===== config.mk =====
export PLATFORM = sky130hd
export DESIGN_NAME = keypad_scan4x4
export DESIGN_NICKNAME = d
export VERILOG_FILES = /design/src/rtl/keypad_pkg.sv /design/src/rtl/keypad_scan4x4_sync2.sv /design/src/rtl/keypad_scan4x4.sv
export SDC_FILE = /design/constraint.sdc
export NUM_CORES = 1
export LEC_CHECK = 0
export ABC_CLOCK_PERIOD_IN_PS = 2450
export CORE_MARGIN = 3
export CORE_UTILIZATION = 50
export CTS_BUF_LIST = sky130_fd_sc_hd__clkbuf_4 sky130_fd_sc_hd__clkbuf_8
export DETAILED_ROUTE_END_ITERATION = 6
export PLACE_DENSITY_LB_ADDON = 0.12
export SETUP_SLACK_MARGIN = 0.2
export SLEW_MARGIN = 20
export SYNTH_ARGS = -nofsm -noshare
export SYNTH_HDL_FRONTEND = slang
export SYNTH_SLANG_ARGS = --single-unit

===== constraint.sdc =====
create_clock -name clk -period 2.45 [get_ports clk]
set_clock_uncertainty 0.1 [all_clocks]
set_input_delay 0.3675 -clock clk [delete_from_list [all_inputs] [get_ports clk]]
set_output_delay 0.3675 -clock clk [all_outputs]
set_load 0.1 [all_outputs]

===== src/rtl/keypad_pkg.sv =====
// Shared types, key codes and helpers for the 4x4 keypad scanner.
// Key codes are {row_idx, col_idx}; rows and columns are active-low on the pins.
package keypad_pkg;

  typedef enum logic [1:0] {
    SCAN     = 2'd0,
    DEBOUNCE = 2'd1,
    EMIT     = 2'd2,
    RELEASE  = 2'd3
  } scan_state_t;

  localparam logic [3:0] KEY_LOCK  = 4'hB;
  localparam logic [3:0] KEY_ENTER = 4'hC;
  localparam logic [3:0] KEY_CHGPW = 4'hE;

  function automatic logic [2:0] onehot_cnt4(input logic [3:0] v);
    onehot_cnt4 = {2'b00, ~v[0]} + {2'b00, ~v[1]} + {2'b00, ~v[2]} + {2'b00, ~v[3]};
  endfunction

  function automatic logic [3:0] col_drive(input logic [1:0] idx);
    col_drive = ~(4'b0001 << idx);
  endfunction

endpackage


===== src/rtl/keypad_scan4x4_sync2.sv =====
// Generic-width two-flop synchroniser; resets to all-ones so idle pulled-up rows read as released.
// Latency two clk cycles, no backpressure.
module sync2 #(
  parameter int W = 4
) (
  input  logic         clk,
  input  logic         rstn,
  input  logic [W-1:0] d_i,
  output logic [W-1:0] q_o
);

  logic [W-1:0] meta_q;
  logic [W-1:0] sync_q;

  always_ff @(posedge clk or negedge rstn) begin
    if (!rstn) begin
      meta_q <= '1;
      sync_q <= '1;
    end else begin
      meta_q <= d_i;
      sync_q <= meta_q;
    end
  end

  assign q_o = sync_q;

endmodule


===== src/rtl/keypad_scan4x4.sv =====
// 4x4 keypad scanner: one-hot-low column drive, debounced press/release, one valid_key strobe per press
// (no backpressure; downstream must take each strobe). Define KEYPAD_REPEAT_EN for auto-repeat while held.
module keypad_scan4x4
  import keypad_pkg::*;
#(
  parameter int SCAN_DIV     = 16,
  parameter int DEBOUNCE_CYC = 1000,
  parameter int REPEAT_DLY   = 50000,
  parameter int REPEAT_PER   = 10000
) (
  input  logic       clk,
  input  logic       rstn,
  input  logic [3:0] row_n,
  output logic [3:0] col_n,
  output logic [3:0] key,
  output logic       valid_key,
  output logic       pressed
);

  localparam int DW = $clog2(SCAN_DIV) + 1;
  localparam int CW = $clog2(DEBOUNCE_CYC) + 1;
  localparam logic [DW-1:0] DWELL_LAST = DW'(SCAN_DIV - 1);
  localparam logic [CW-1:0] DEB_LAST   = CW'(DEBOUNCE_CYC - 1);

  if (SCAN_DIV < 2 || DEBOUNCE_CYC < 1 || REPEAT_DLY < 2 || REPEAT_PER < 2) begin : g_cfg_bad
    $error("keypad_scan4x4: illegal parameter set");
  end

  logic [3:0] row_s;

  sync2 #(.W(4)) u_row_sync (
    .clk  (clk),
    .rstn (rstn),
    .d_i  (row_n),
    .q_o  (row_s)
  );

  logic [2:0] low_cnt_d;
  logic [1:0] low_row_d;

  always_comb begin
    low_cnt_d = onehot_cnt4(row_s);
    low_row_d = 2'd0;
    for (int i = 3; i >= 0; i--) begin
      if (!row_s[i]) low_row_d = 2'(i);
    end
  end

  scan_state_t   state_q;
  logic [1:0]    col_idx_q;
  logic [1:0]    row_idx_q;
  logic [3:0]    col_n_q;
  logic [3:0]    pat_q;
  logic [DW-1:0] dwell_q;
  logic [CW-1:0] cnt_q;
  logic [3:0]    key_q;
  logic          valid_q;
  logic          pressed_q;

`ifdef KEYPAD_REPEAT_EN
  localparam int RMAX = (REPEAT_DLY > REPEAT_PER) ? REPEAT_DLY : REPEAT_PER;
  localparam int RW   = $clog2(RMAX) + 1;
  localparam logic [RW-1:0] DLY_LAST = RW'(REPEAT_DLY - 1);
  localparam logic [RW-1:0] PER_LAST = RW'(REPEAT_PER - 1);

  // hold_q counts cycles since the last strobe; rep_q selects the first-repeat or periodic target.
  logic [RW-1:0] hold_q;
  logic          rep_q;
`endif

  always_ff @(posedge clk or negedge rstn) begin
    if (!rstn) begin
      state_q   <= SCAN;
      col_idx_q <= 2'd0;
      row_idx_q <= 2'd0;
      col_n_q   <= 4'b1110;
      pat_q     <= 4'hF;
      dwell_q   <= '0;
      cnt_q     <= '0;
      key_q     <= 4'h0;
      valid_q   <= 1'b0;
      pressed_q <= 1'b0;
`ifdef KEYPAD_REPEAT_EN
      hold_q    <= '0;
      rep_q     <= 1'b0;
`endif
    end else begin
      valid_q <= 1'b0;
      case (state_q)
        SCAN: begin
          if (dwell_q == DWELL_LAST) begin
            dwell_q <= '0;
            if (low_cnt_d == 3'd1) begin
              state_q   <= DEBOUNCE;
              pat_q     <= row_s;
              row_idx_q <= low_row_d;
              cnt_q     <= '0;
            end else begin
              col_idx_q <= col_idx_q + 2'd1;
              col_n_q   <= col_drive(col_idx_q + 2'd1);
            end
          end else begin
            dwell_q <= dwell_q + 1'b1;
          end
        end

        DEBOUNCE: begin
          if (row_s != pat_q) begin
            state_q <= SCAN;
            dwell_q <= '0;
            cnt_q   <= '0;
          end else if (cnt_q == DEB_LAST) begin
            state_q   <= EMIT;
            valid_q   <= 1'b1;
            key_q     <= {row_idx_q, col_idx_q};
            pressed_q <= 1'b1;
            cnt_q     <= '0;
          end else begin
            cnt_q <= cnt_q + 1'b1;
          end
        end

        EMIT: begin
          state_q <= RELEASE;
          cnt_q   <= '0;
`ifdef KEYPAD_REPEAT_EN
          hold_q  <= RW'(1);
          rep_q   <= 1'b0;
`endif
        end

        RELEASE: begin
          if (row_s == 4'hF) begin
            if (cnt_q == DEB_LAST) begin
              state_q   <= SCAN;
              pressed_q <= 1'b0;
              cnt_q     <= '0;
              dwell_q   <= '0;
              col_idx_q <= col_idx_q + 2'd1;
              col_n_q   <= col_drive(col_idx_q + 2'd1);
            end else begin
              cnt_q <= cnt_q + 1'b1;
            end
          end else begin
            cnt_q <= '0;
          end
`ifdef KEYPAD_REPEAT_EN
          if (row_s == pat_q) begin
            if (hold_q == (rep_q ? PER_LAST : DLY_LAST)) begin
              valid_q <= 1'b1;
              hold_q  <= '0;
              rep_q   <= 1'b1;
            end else begin
              hold_q <= hold_q + 1'b1;
            end
          end
`endif
        end

        default: state_q <= SCAN;
      endcase
    end
  end

  assign col_n     = col_n_q;
  assign key       = key_q;
  assign valid_key = valid_q;
  assign pressed   = pressed_q;

endmodule


# Word level (Yosys, flattened, before mapping)
# Index checks and enable logic that the tools add are counted.
[word_totals]
ff_bits = 44
input_bits = 6
output_inout_bits = 10
[op_classes]
add_sub_neg = 6
eq_ne = 17
shift = 1
muxes = 40
bitwise = 6
n_reduce_logical = 11
[ops]
columns = ["cell", "n"]
rows = [
  ["11-bit 2-to-1 mux", 5],
  ["11-bit case mux with 4 select lines", 1],
  ["2-bit 2-to-1 mux", 14],
  ["5-bit 2-to-1 mux", 4],
  ["4-bit 2-to-1 mux", 4],
  ["2-bit inequality test, second input constant", 8],
  ["5-bit case mux with 3 select lines", 1],
  ["5-bit AND reduction", 3],
  ["11-bit by 1-bit adder with 11-bit output, second input constant", 1],
  ["11-bit by 10-bit == test with 1-bit output, second input constant", 1],
  ["2-bit case mux with 4 select lines", 1],
  ["4-bit case mux with 2 select lines", 1],
  ["1-bit 2-to-1 mux", 7],
  ["3-bit AND reduction", 2],
  ["5-bit by 1-bit adder with 5-bit output, second input constant", 1],
  ["5-bit by 4-bit == test with 1-bit output, second input constant", 1],
  ["1-bit inverter", 5],
  ["2-bit == test, second input constant", 2],
  ["4-bit == test, second input constant", 1],
  ["4-bit inequality test", 1],
  ["4-bit inverter", 1],
  ["2-bit case mux with 2 select lines", 1],
  ["4-bit AND reduction", 1],
  ["2-bit nonzero test", 2],
  ["other kinds (12)", 12],
]

# Longest topological paths before layout
[depth]
word_depth = 8
depth_mapped = 9

# Hierarchy
# From an unflattened synthesis, not the netlist that was laid out.
[unflattened]
hier_cells = 189
hier_area_um2 = 2098.3
[by_module_without_submodules]
columns = ["module", "n_inst", "cells_per_inst", "area_per_inst_um2", "seq_area_each_um2"]
rows = [
  ["keypad_scan4x4", 1, 181, 1888.1, 909.6],
  ["sync2", 1, 8, 210.2, 210.2],
]

# Worst setup path before layout
# Ideal clock, no wire load.
[synth_timing]
path_type = "flip-flop to flip-flop"
from = "register u_row_sync.sync_q[0], in the netlist u_row_sync.q_o[0]"
to = "register cnt_q[9]"
t_arrival_ns = 2.425
required_ns = 2.229
setup_slack_ns = -0.196
path_stages_with_launch = 9
path_buffers = 0
cell_sequence = "dfstp_2 > inv_1 > fa_1 > ha_1 > ha_1 > nor3b_1 > a21boi_1 > a21o_1 > a22o_1"
[synth_via]
elab_chain_len = 7
[synth_rtl]
columns = ["item", "line", "rtl"]
rows = [
  ["start: declaration", "keypad_scan4x4_sync2.sv:13", "logic [W-1:0] sync_q;"],
  ["start signal: assignment", "keypad_scan4x4_sync2.sv:21", "sync_q <= meta_q;"],
  ["1-bit inverter", "keypad_pkg.sv:17", "onehot_cnt4 = {2'b00, ~v[0]} + {2'b00, ~v[1]} + {2'b00, ~v[2]} + {2'b00, ~v[3]};"],
  ["1-bit by 1-bit adder with 2-bit output", "keypad_pkg.sv:17", ""],
  ["2-bit by 1-bit adder with 3-bit output", "keypad_pkg.sv:17", ""],
  ["3-bit by 1-bit adder with 3-bit output", "keypad_pkg.sv:17", ""],
  ["3-bit by 1-bit == test with 1-bit output", "keypad_scan4x4.sv:93", "if (low_cnt_d == 3'd1) begin"],
  ["2-bit inequality test (no line)", "n/a", ""],
  ["2-bit AND reduction (no line)", "n/a", ""],
  ["end signal: assignment", "keypad_scan4x4.sv:119", "cnt_q <= cnt_q + 1'b1;"],
  ["end signal: assignment", "keypad_scan4x4.sv:142", "cnt_q <= cnt_q + 1'b1;"],
  ["end: declaration", "keypad_scan4x4.sv:55", "logic [CW-1:0] cnt_q;"],
]
# Several ways; a longest one is shown, not always the timed one.
# A chain may end at the register's enable or synchronous reset.

# Worst setup path in the final report
[layout_timing]
from = "register u_row_sync.sync_q[1], in the netlist u_row_sync.q_o[1]"
to = "register cnt_q[9]"
# Same word-level chain as after synthesis.

==> impl_metrics.toml <==
[yosys]
async_flop_share_pct = 100
synth_nets = 201
ys_types = 43
synth_warnings = 0
synth_edf_count = 0
synthFlopType = "dfrtp_1"
synth_area_per_cell_sq_um = 11.3
netlist_instances = 185
synthesis.area_sq_um = 2090
ys_ff_latch = 44
ys_seq_area_share_pct = 53.6

[setup_path]
r2r_setup_slack_ns = -0.06
rr_startpoint = "u_row_sync.q_o[1]"
r2r_end = "cnt_q[9]"
cp_max_fo = 8
rr_worst_depth = 8
start_kind = "register"
end_kind = "register"
worstPathRequired_ns = 2.55
criticalPathCategory = "reg -> reg"
worstPathArrival_ns = 2.61

[routing]
wl_per_cell_um = 15.2
wirelength_mm = 4.01
drc = 0
ant_nets = 0
first_pass_iters = 4
dr.first_iter.drc_count = 67
via_count = 1486
vias_per_cell = 5.63

[clock_tree]
clk_path_buf_depth = 2
cts_root_buf = "clkbuf_8"
cts_hold_buffers = 0
clk_pin_slew_ns = 0.09
cts_tree = "done"
htree_levels = 2
cts_inserted_buffers = 5
worstSkewPairLatency_ns = 0.30
clock_sinks = 44

[power_and_ir_drop]
total_leakage_power_nw = 1.12
switchingPower_w = 0.000926
p_sw_share_pct = 38.9
vdd_drop_max_v = 0.000591
internal_power_w = 0.00146
power.density_nw_per_um2 = 932
seqPwrFrac_pct = 44.2
clockPowerShare_pct = 19.0
combPwrFrac_pct = 36.8

[final_layout]
fin_nets = 231
final.fill_count = 300
stdcell_count = 264
drive_above_1_share_pct = 40.3
area_growth_syn_to_layout_pct = 22.3
ff_latch_area_sq_um = 1120
multi_input_area_sq_um = 1030
utilization_pct = 66.3
antenna_cells = 0

[floorplan]
dieArea_sq_um = 4990
start_util_pct = 54.2
pin_count = 16
num_rows = 22
core_sq_um = 3850
die_h_um = 70.6
die_w_um = 70.6

[timing]
setup_viol = 6
hold_ws_ns = 0.0722
fmax_mhz = 398
layout_setup_ws_ns = -0.0638
min_period_over_period_pct = 103
rsz0062_at_grt = "yes"
finalHoldViolations = 0
fin_crit_ns = 2.51
relSlewSlack_pct = 42.4
slew_violations = 0
tightest_slew_ns = 0.864

[status]
status = "finished, violations left"
violations = "negative setup slack"

[place]
place_congestion = 0.774
port_buffers = 15
placedCellCount = 250
hpwlAfterDp_mm = 2.76
dp_slack_ns = -0.0378

[grt]
grt_pass1_wl_mm = 6.64
antenna_found_initial = 0
grt_pass1_vias = 1410
grt_max_degree = 42
overflow = 0
grt_use_total_pct = 16.6

[min_path]
min_path_type = "in -> async"

[job]
cap_violations = 0
metal layers:
layer / vias up / wire (um) / GRT usage, %
met2: 31 / 2020 / 26.5
met3: 4 / 163 / 4.12
met5: - / 0 / 0
met1: 725 / 1790 / 22.7
met4: 0 / 38 / 5.01
li1: 726 / - / -
cell usage after synthesis (4+ instances only):
| library cell | instances | area (sq um) |
|---|---|---|
| dfrtp_1 | 29 | 726 |
| nand2_1 | 18 | 67.6 |
| dfstp_2 | 15 | 394 |
| a21oi_1 | 12 | 60.1 |
| nor2_1 | 12 | 45.0 |
| ha_1 | 9 | 113 |
| nand3_1 | 9 | 45.0 |
| o21ai_0 | 9 | 45.0 |
| inv_1 | 8 | 30.0 |
| xnor2_1 | 7 | 61.3 |
| a31oi_1 | 6 | 37.5 |
| mux2_2 | 6 | 67.6 |
| a22o_1 | 5 | 43.8 |
| nand2b_1 | 4 | 25.0 |
| nor3_1 | 4 | 20.0 |
worst max-delay path: stages, from the launching register on:
cell	delay, ns
dfstp_2	0.54
inv_2	0.04
fa_1	0.55
ha_2	0.19
ha_4	0.20
nor3b_4	0.26
a21boi_2	0.16
a21o_1	0.19
a22o_1	0.18
power by group through the flow:
stage,logic (W),clock network [W],registers (W)
3_5_place_dp,0.000814,0,0.00105
6_report,0.000878,0.000452,0.00105
2_1_floorplan,0.000428,0,0.00125
3_3_place_gp,0.000787,0,0.00104
4_1_cts,0.000843,0.000465,0.00105
5_1_grt,0.000950,0.000497,0.00108
logic make-up (layout without fill, tap and decap cells):
logic type      count (synthesis)  count (layout)  synth area share, %
simple gates                   58              58                 15.1
fa+ha+maj                      10              10                 6.35
compound gates                 47              47                 15.6
buf+inv                        12              43                 2.69
xor+xnor                        7               7                 2.93
mux                             7               7                 3.71
flops                          44              44                 53.6
cell usage in the layout (no fill, tap or decap), types with 2 or more instances in the layout:
cell type	Yosys	final
inv_2	0	3
nand3_1	9	8
xnor2_1	7	6
nor2_4	0	3
a22o_1	5	5
buf_6	1	4
clkdlybuf4s50_1	0	4
clkbuf_8	0	5
and4_2	2	2
inv_1	8	5
o21ai_1	0	4
dfstp_2	15	15
nand2b_1	4	4
a21oi_1	12	9
buf_4	1	18
o21ai_0	9	3
nand2_1	18	14
dfrtp_1	29	29
o21ai_2	2	4
nand2_2	0	4
nor2_1	12	9
a21o_1	2	2
a31oi_1	6	5
mux2_2	6	6
a21oi_2	0	3
nor3_1	4	4
ha_1	9	7
stage by stage:
stage,TNS (ns),total power [W],area (sq um)
global route,-1.30,0.00252,2560
CTS,-0.0436,0.00235,2470
finish,-0.207,0.00238,2560
floorplan,0,0.00168,2140
detailed placement,-0.0641,0.00186,2330
global placement,0,0.00183,2330
state kept, by name, indices dropped and copies added, names as in the netlist, named ones only:
signal	flops
cnt_q	11
dwell_q	5
col_n	4
key	4
pat_q	4
u_row_sync.meta_q	4
u_row_sync.q_o	4
col_idx_q	2
row_idx_q	2
pressed	1
state_q	1
valid_key	1
area by class of cell:
| class | instances | share of cell area, % |
|---|---|---|
| Clock inverter | 2 | 0.489 |
| Inverter | 8 | 1.17 |
| Clock buffer | 6 | 2.99 |
| Sequential cell | 44 | 43.8 |
| Timing Repair Buffer | 27 | 8.81 |
| Multi-Input combinational cell | 129 | 40.4 |
| Tap cell | 48 | 2.35 |
what timing repair did:
action,CTS,global route
endpoints found under the hold margin,0,0
resized for setup,11,18
endpoints found under the setup margin,23,26
pin swaps,5,5
gates cloned,0,2
buffers inserted,2,2
worst max-delay path by stage:
stage	start	end	slack, ns	cells past startpoint
2_1_floorplan	u_row_sync.q_o[1]	cnt_q[9]	0.06	8
3_3_place_gp	u_row_sync.q_o[1]	cnt_q[9]	0.04	8
3_5_place_dp	u_row_sync.q_o[1]	row_idx_q[0]	-0.04	8
4_1_cts	u_row_sync.q_o[1]	cnt_q[9]	-0.02	8
5_1_grt	u_row_sync.q_o[1]	cnt_q[9]	-0.14	8
6_report	u_row_sync.q_o[1]	cnt_q[9]	-0.06	8
Power figures use the tool's default switching activity.
==> RTL edit 1, RTL diff (same flow settings) <==
The option `KEYPAD_REPEAT_EN` is turned on by a define.
--- a/src/rtl/keypad_scan4x4.sv
+++ b/src/rtl/keypad_scan4x4.sv
@@ -1,4 +1,6 @@
 // 4x4 keypad scanner: one-hot-low column drive, debounced press/release, one valid_key strobe per press
 // (no backpressure; downstream must take each strobe). Define KEYPAD_REPEAT_EN for auto-repeat while held.
+`define KEYPAD_REPEAT_EN
+
 module keypad_scan4x4
   import keypad_pkg::*;
Function: same outputs for any inputs over 10 cycles, from zero or initial values and one cycle with rstn low; that may be too few to reach the edited logic, so the function may still have changed.
==> RTL edit 1 against the unedited design <==
Highest routed layer unchanged. Routed wire length increased by 77%. The run still ends with setup timing left. Largest cell class is now multi-input gates. Critical path depth is the same. Sequential cell count is 18 higher. Final cell count up 74%. Largest power group unchanged. Power rose by 41%. Cell area rose by 62%. Setup slack better by 61 ps. Area after synthesis is 53% higher. Clock power rose by 130%.
==> RTL edit 1: results <==
{
  "multi_input_gates": 242,
  "tightest_slew_ps": 628,
  "synthDistinctLibCells": 53,
  "synth_seq_area_share": 0.491,
  "p_leak_nw": 1.79,
  "multi_input_area_um2": 1740,
  "synthTopCellsByArea": "dfrtp_1 37%, dfstp_2 12%, nand2_1 5.4%, ha_1 3.9%, o21ai_0 3.9%",
  "via_per_inst": 5.83,
  "cts_made_buffers": 9,
  "nets": 397,
  "insertion_delay_ps": 350,
  "initialDrtViolationCount": 194,
  "gp_congestion": 0.835,
  "setup_violations": 1,
  "seq_share": 0.379,
  "place_ws_ps": -53.3,
  "layout.nonclk_buf_frac": 0.118,
  "placed_cells": 427,
  "clk-power_mw": 1.04,
  "async_reset_ff_frac": 1.00,
  "sw_frac_of_total": 0.356,
  "fin_ws_ps": -3.24,
  "violations": "setup timing",
  "fp.coreArea_um2": 6060,
  "inverters": 9,
  "worstPathArrival_ps": 2590,
  "synthesis.instances": 325,
  "hold_path.class": "flip-flop to flip-flop",
  "status": "finished with violations",
  "power_frac_comb": 0.299,
  "clk_pin_slew_ps": 80,
  "grt_pass1_vias": 2538,
  "placed_cell_area_um2": 3630,
  "ir_worst_vdd_mv": 0.796,
  "worstPathMaxFanout": 2,
  "track_usage": 0.209,
  "area_share_clock_buf_inv": 0.0549,
  "reg.largest.list": "hold_q (17), cnt_q (11), dwell_q (5)",
  "ys_top_cells_by_count": "47 x dfrtp_1, 46 x nand2_1, 25 x o21ai_0",
  "fin_tns_setup_ps": -3.24,
  "synth_nets": 342,
  "cts_htree_levels": 3,
  "grt_max_degree": 39,
  "nNonClkBuffers": 56,
  "seq_cells": 62
}
-- RTL edit 1: changes by cell type after synthesis, sizes merged, moves of 6 or more --
cell / change
a31oi: +9
clkbuf: +7
dfrtp: +18
nand2: +27
nand3: +16
nor2: +6
nor4: +7
o21ai: +15
-- RTL edit 1: metrics by stage --
step	total power, mW	utilization
after floorplan	1.95	-
after global placement	2.16	0.599
after detailed placement	2.18	0.599
after CTS	3.26	0.656
after global routing	3.56	0.685
final	3.36	0.685
-- RTL edit 1: final timing paths --
kind,start,endpoint,slack [ps],cells after the start
max in group asynchronous,rstn,u_row_sync.q_o[1],1120,3
worst min register to register,u_row_sync.meta_q[3],u_row_sync.q_o[3],260,0
worst min-delay path,u_row_sync.meta_q[3],u_row_sync.q_o[3],260,0
min in group asynchronous,rstn,hold_q[6],440,2
worst max-delay path,u_row_sync.q_o[1],col_idx_q[1],-3,8
worst max register to register,u_row_sync.q_o[1],col_idx_q[1],-3,8
-- RTL edit 1: logic make-up after synthesis --
| group | count (synthesis) | synth area share |
|---|---|---|
| AND/OR/NAND/NOR | 138 | 0.226 |
| multiplexers | 9 | 0.0317 |
| buffers and inverters | 21 | 0.0266 |
| AO/OA/AOI/OAI | 73 | 0.149 |
| adder cells (fa/ha/maj) | 11 | 0.0454 |
| flip-flops | 62 | 0.491 |
| XOR/XNOR | 11 | 0.0301 |
-- RTL edit 1: layer usage --
metal	up-vias	track usage	routed length [µm]
li1	1307	-	-
met1	1303	0.280	3260
met2	64	0.326	3480
met3	7	0.0490	268
met4	0	0.0892	99
met5	-	0	0
-- RTL edit 1: repair_timing --
action | CTS | global route
endpoints found under the setup margin | 38 | 42
pin swaps | 4 | 17
resized for setup | 7 | 48
buffers inserted | 10 | 5
hold buffers | 1 | 0
hold endpoints to repair | 20 | 0
gates cloned | 0 | 1
==> RTL edit 2, RTL diff (same settings) <==
Made on the original files. Register the output `key` once more; this adds one clock of latency there. The other outputs are not delayed to match.
--- a/src/rtl/keypad_scan4x4.sv
+++ b/src/rtl/keypad_scan4x4.sv
@@ -164,5 +164,7 @@
 
   assign col_n     = col_n_q;
-  assign key       = key_q;
+  always_ff @(posedge clk) begin
+    key <= key_q;
+  end
   assign valid_key = valid_q;
   assign pressed   = pressed_q;
Function: no difference found for any inputs over 10 cycles, from zero or initial values and one cycle with rstn low; that may be too few to reach the edited logic, so the function may still have changed.
==> RTL edit 2 against the unedited design <==
The run still ends with setup timing left. Combinational power shrank 21%. Cell area grew 6.1%. Routed wire length shrank 3.4%. Critical path depth is the same. Via count grew 1.1%. Area after synthesis grew 4.3%. Count of clock-buffer cells in the layout is the same. Setup slack lost 15 ps. First-iteration DRC count grew 48%. Sequential cell count grew 4. Non-clock buffer count grew 3. Die area grew 3.9%. Power grew 2.0%. Critical path type unchanged. Critical endpoint is now row_idx_q[0]. Highest routed layer unchanged.
==> RTL edit 2: results <==
{
  "avgRoutedWirePerCell_um": 14.0,
  "synth_nets": 209,
  "multi_input_gates": 124,
  "wl_um": 3870,
  "wl_met1_um": 1790,
  "via_per_inst": 5.43,
  "placed_cells": 266,
  "initialDrtViolationCount": 99,
  "hpwl_um": 2710,
  "synthTopCellsByArea": "dfrtp_1 33%, dfstp_2 18%, ha_1 5.2%, o21ai_0 4.6%, nand2_1 4.1%",
  "clock_sinks": 48,
  "p_sw_uw": 809,
  "fin_ws_ps": -78.8,
  "grt_util_met3": 0.0457,
  "cts_setup_buffers": 1,
  "gp_congestion": 0.812,
  "p_leak_nw": 1.28,
  "slew_headroom": 0.387,
  "setup_violations": 12,
  "wl_met2_um": 1880,
  "track_usage": 0.163,
  "synthDistinctLibCells": 44,
  "fillers": 303,
  "layout.nonclk_buf_frac": 0.0941,
  "ir_worst_vdd_mv": 0.480,
  "synthesis.instances": 193,
  "async_reset_ff_frac": 0.917,
  "grt_pass1_vias": 1494,
  "clk-power_uw": 676,
  "use_met1": 0.207,
  "seq_share": 0.442,
  "placed_cell_area_um2": 2460,
  "grt_pass1_wl_um": 6610,
  "multi_input_area_share": 0.367,
  "inverters": 17,
  "cts_resized": 16,
  "status": "finished with violations",
  "violations": "setup timing",
  "place_ws_ps": -52.3,
  "slowest_stage": "dfstp_2",
  "worstPathMaxFanout": 12,
  "ys_top_cells_by_count": "29 x dfrtp_1, 24 x nand2_1, 20 x o21ai_0",
  "area_growth_pct": 24.5,
  "holdWs_ps": 96.8
}
==> RTL edit 2: cell families (layout without fill, tap and decap cells) <==
logic type,after synthesis,after routing,synth area share
AND/OR/NAND/NOR,52,52,0.131
AO/OA/AOI/OAI,42,42,0.126
flip-flops,48,48,0.551
adder cells (fa/ha/maj),10,10,0.0609
buffers and inverters,21,55,0.0396
multiplexers,11,11,0.0551
XOR/XNOR,9,9,0.0362
==> RTL edit 2: worst paths after layout <==
| check | end | from | cells past startpoint |
|---|---|---|---|
| max | row_idx_q[0] | u_row_sync.q_o[1] | 8 |
| min | cnt_q[1] | rstn | 1 |
| max reg2reg | row_idx_q[0] | u_row_sync.q_o[1] | 8 |
| min reg2reg | u_row_sync.q_o[2] | u_row_sync.meta_q[2] | 0 |
| max in group asynchronous | dwell_q[4] | rstn | 1 |
| min in group clk | u_row_sync.q_o[2] | u_row_sync.meta_q[2] | 0 |
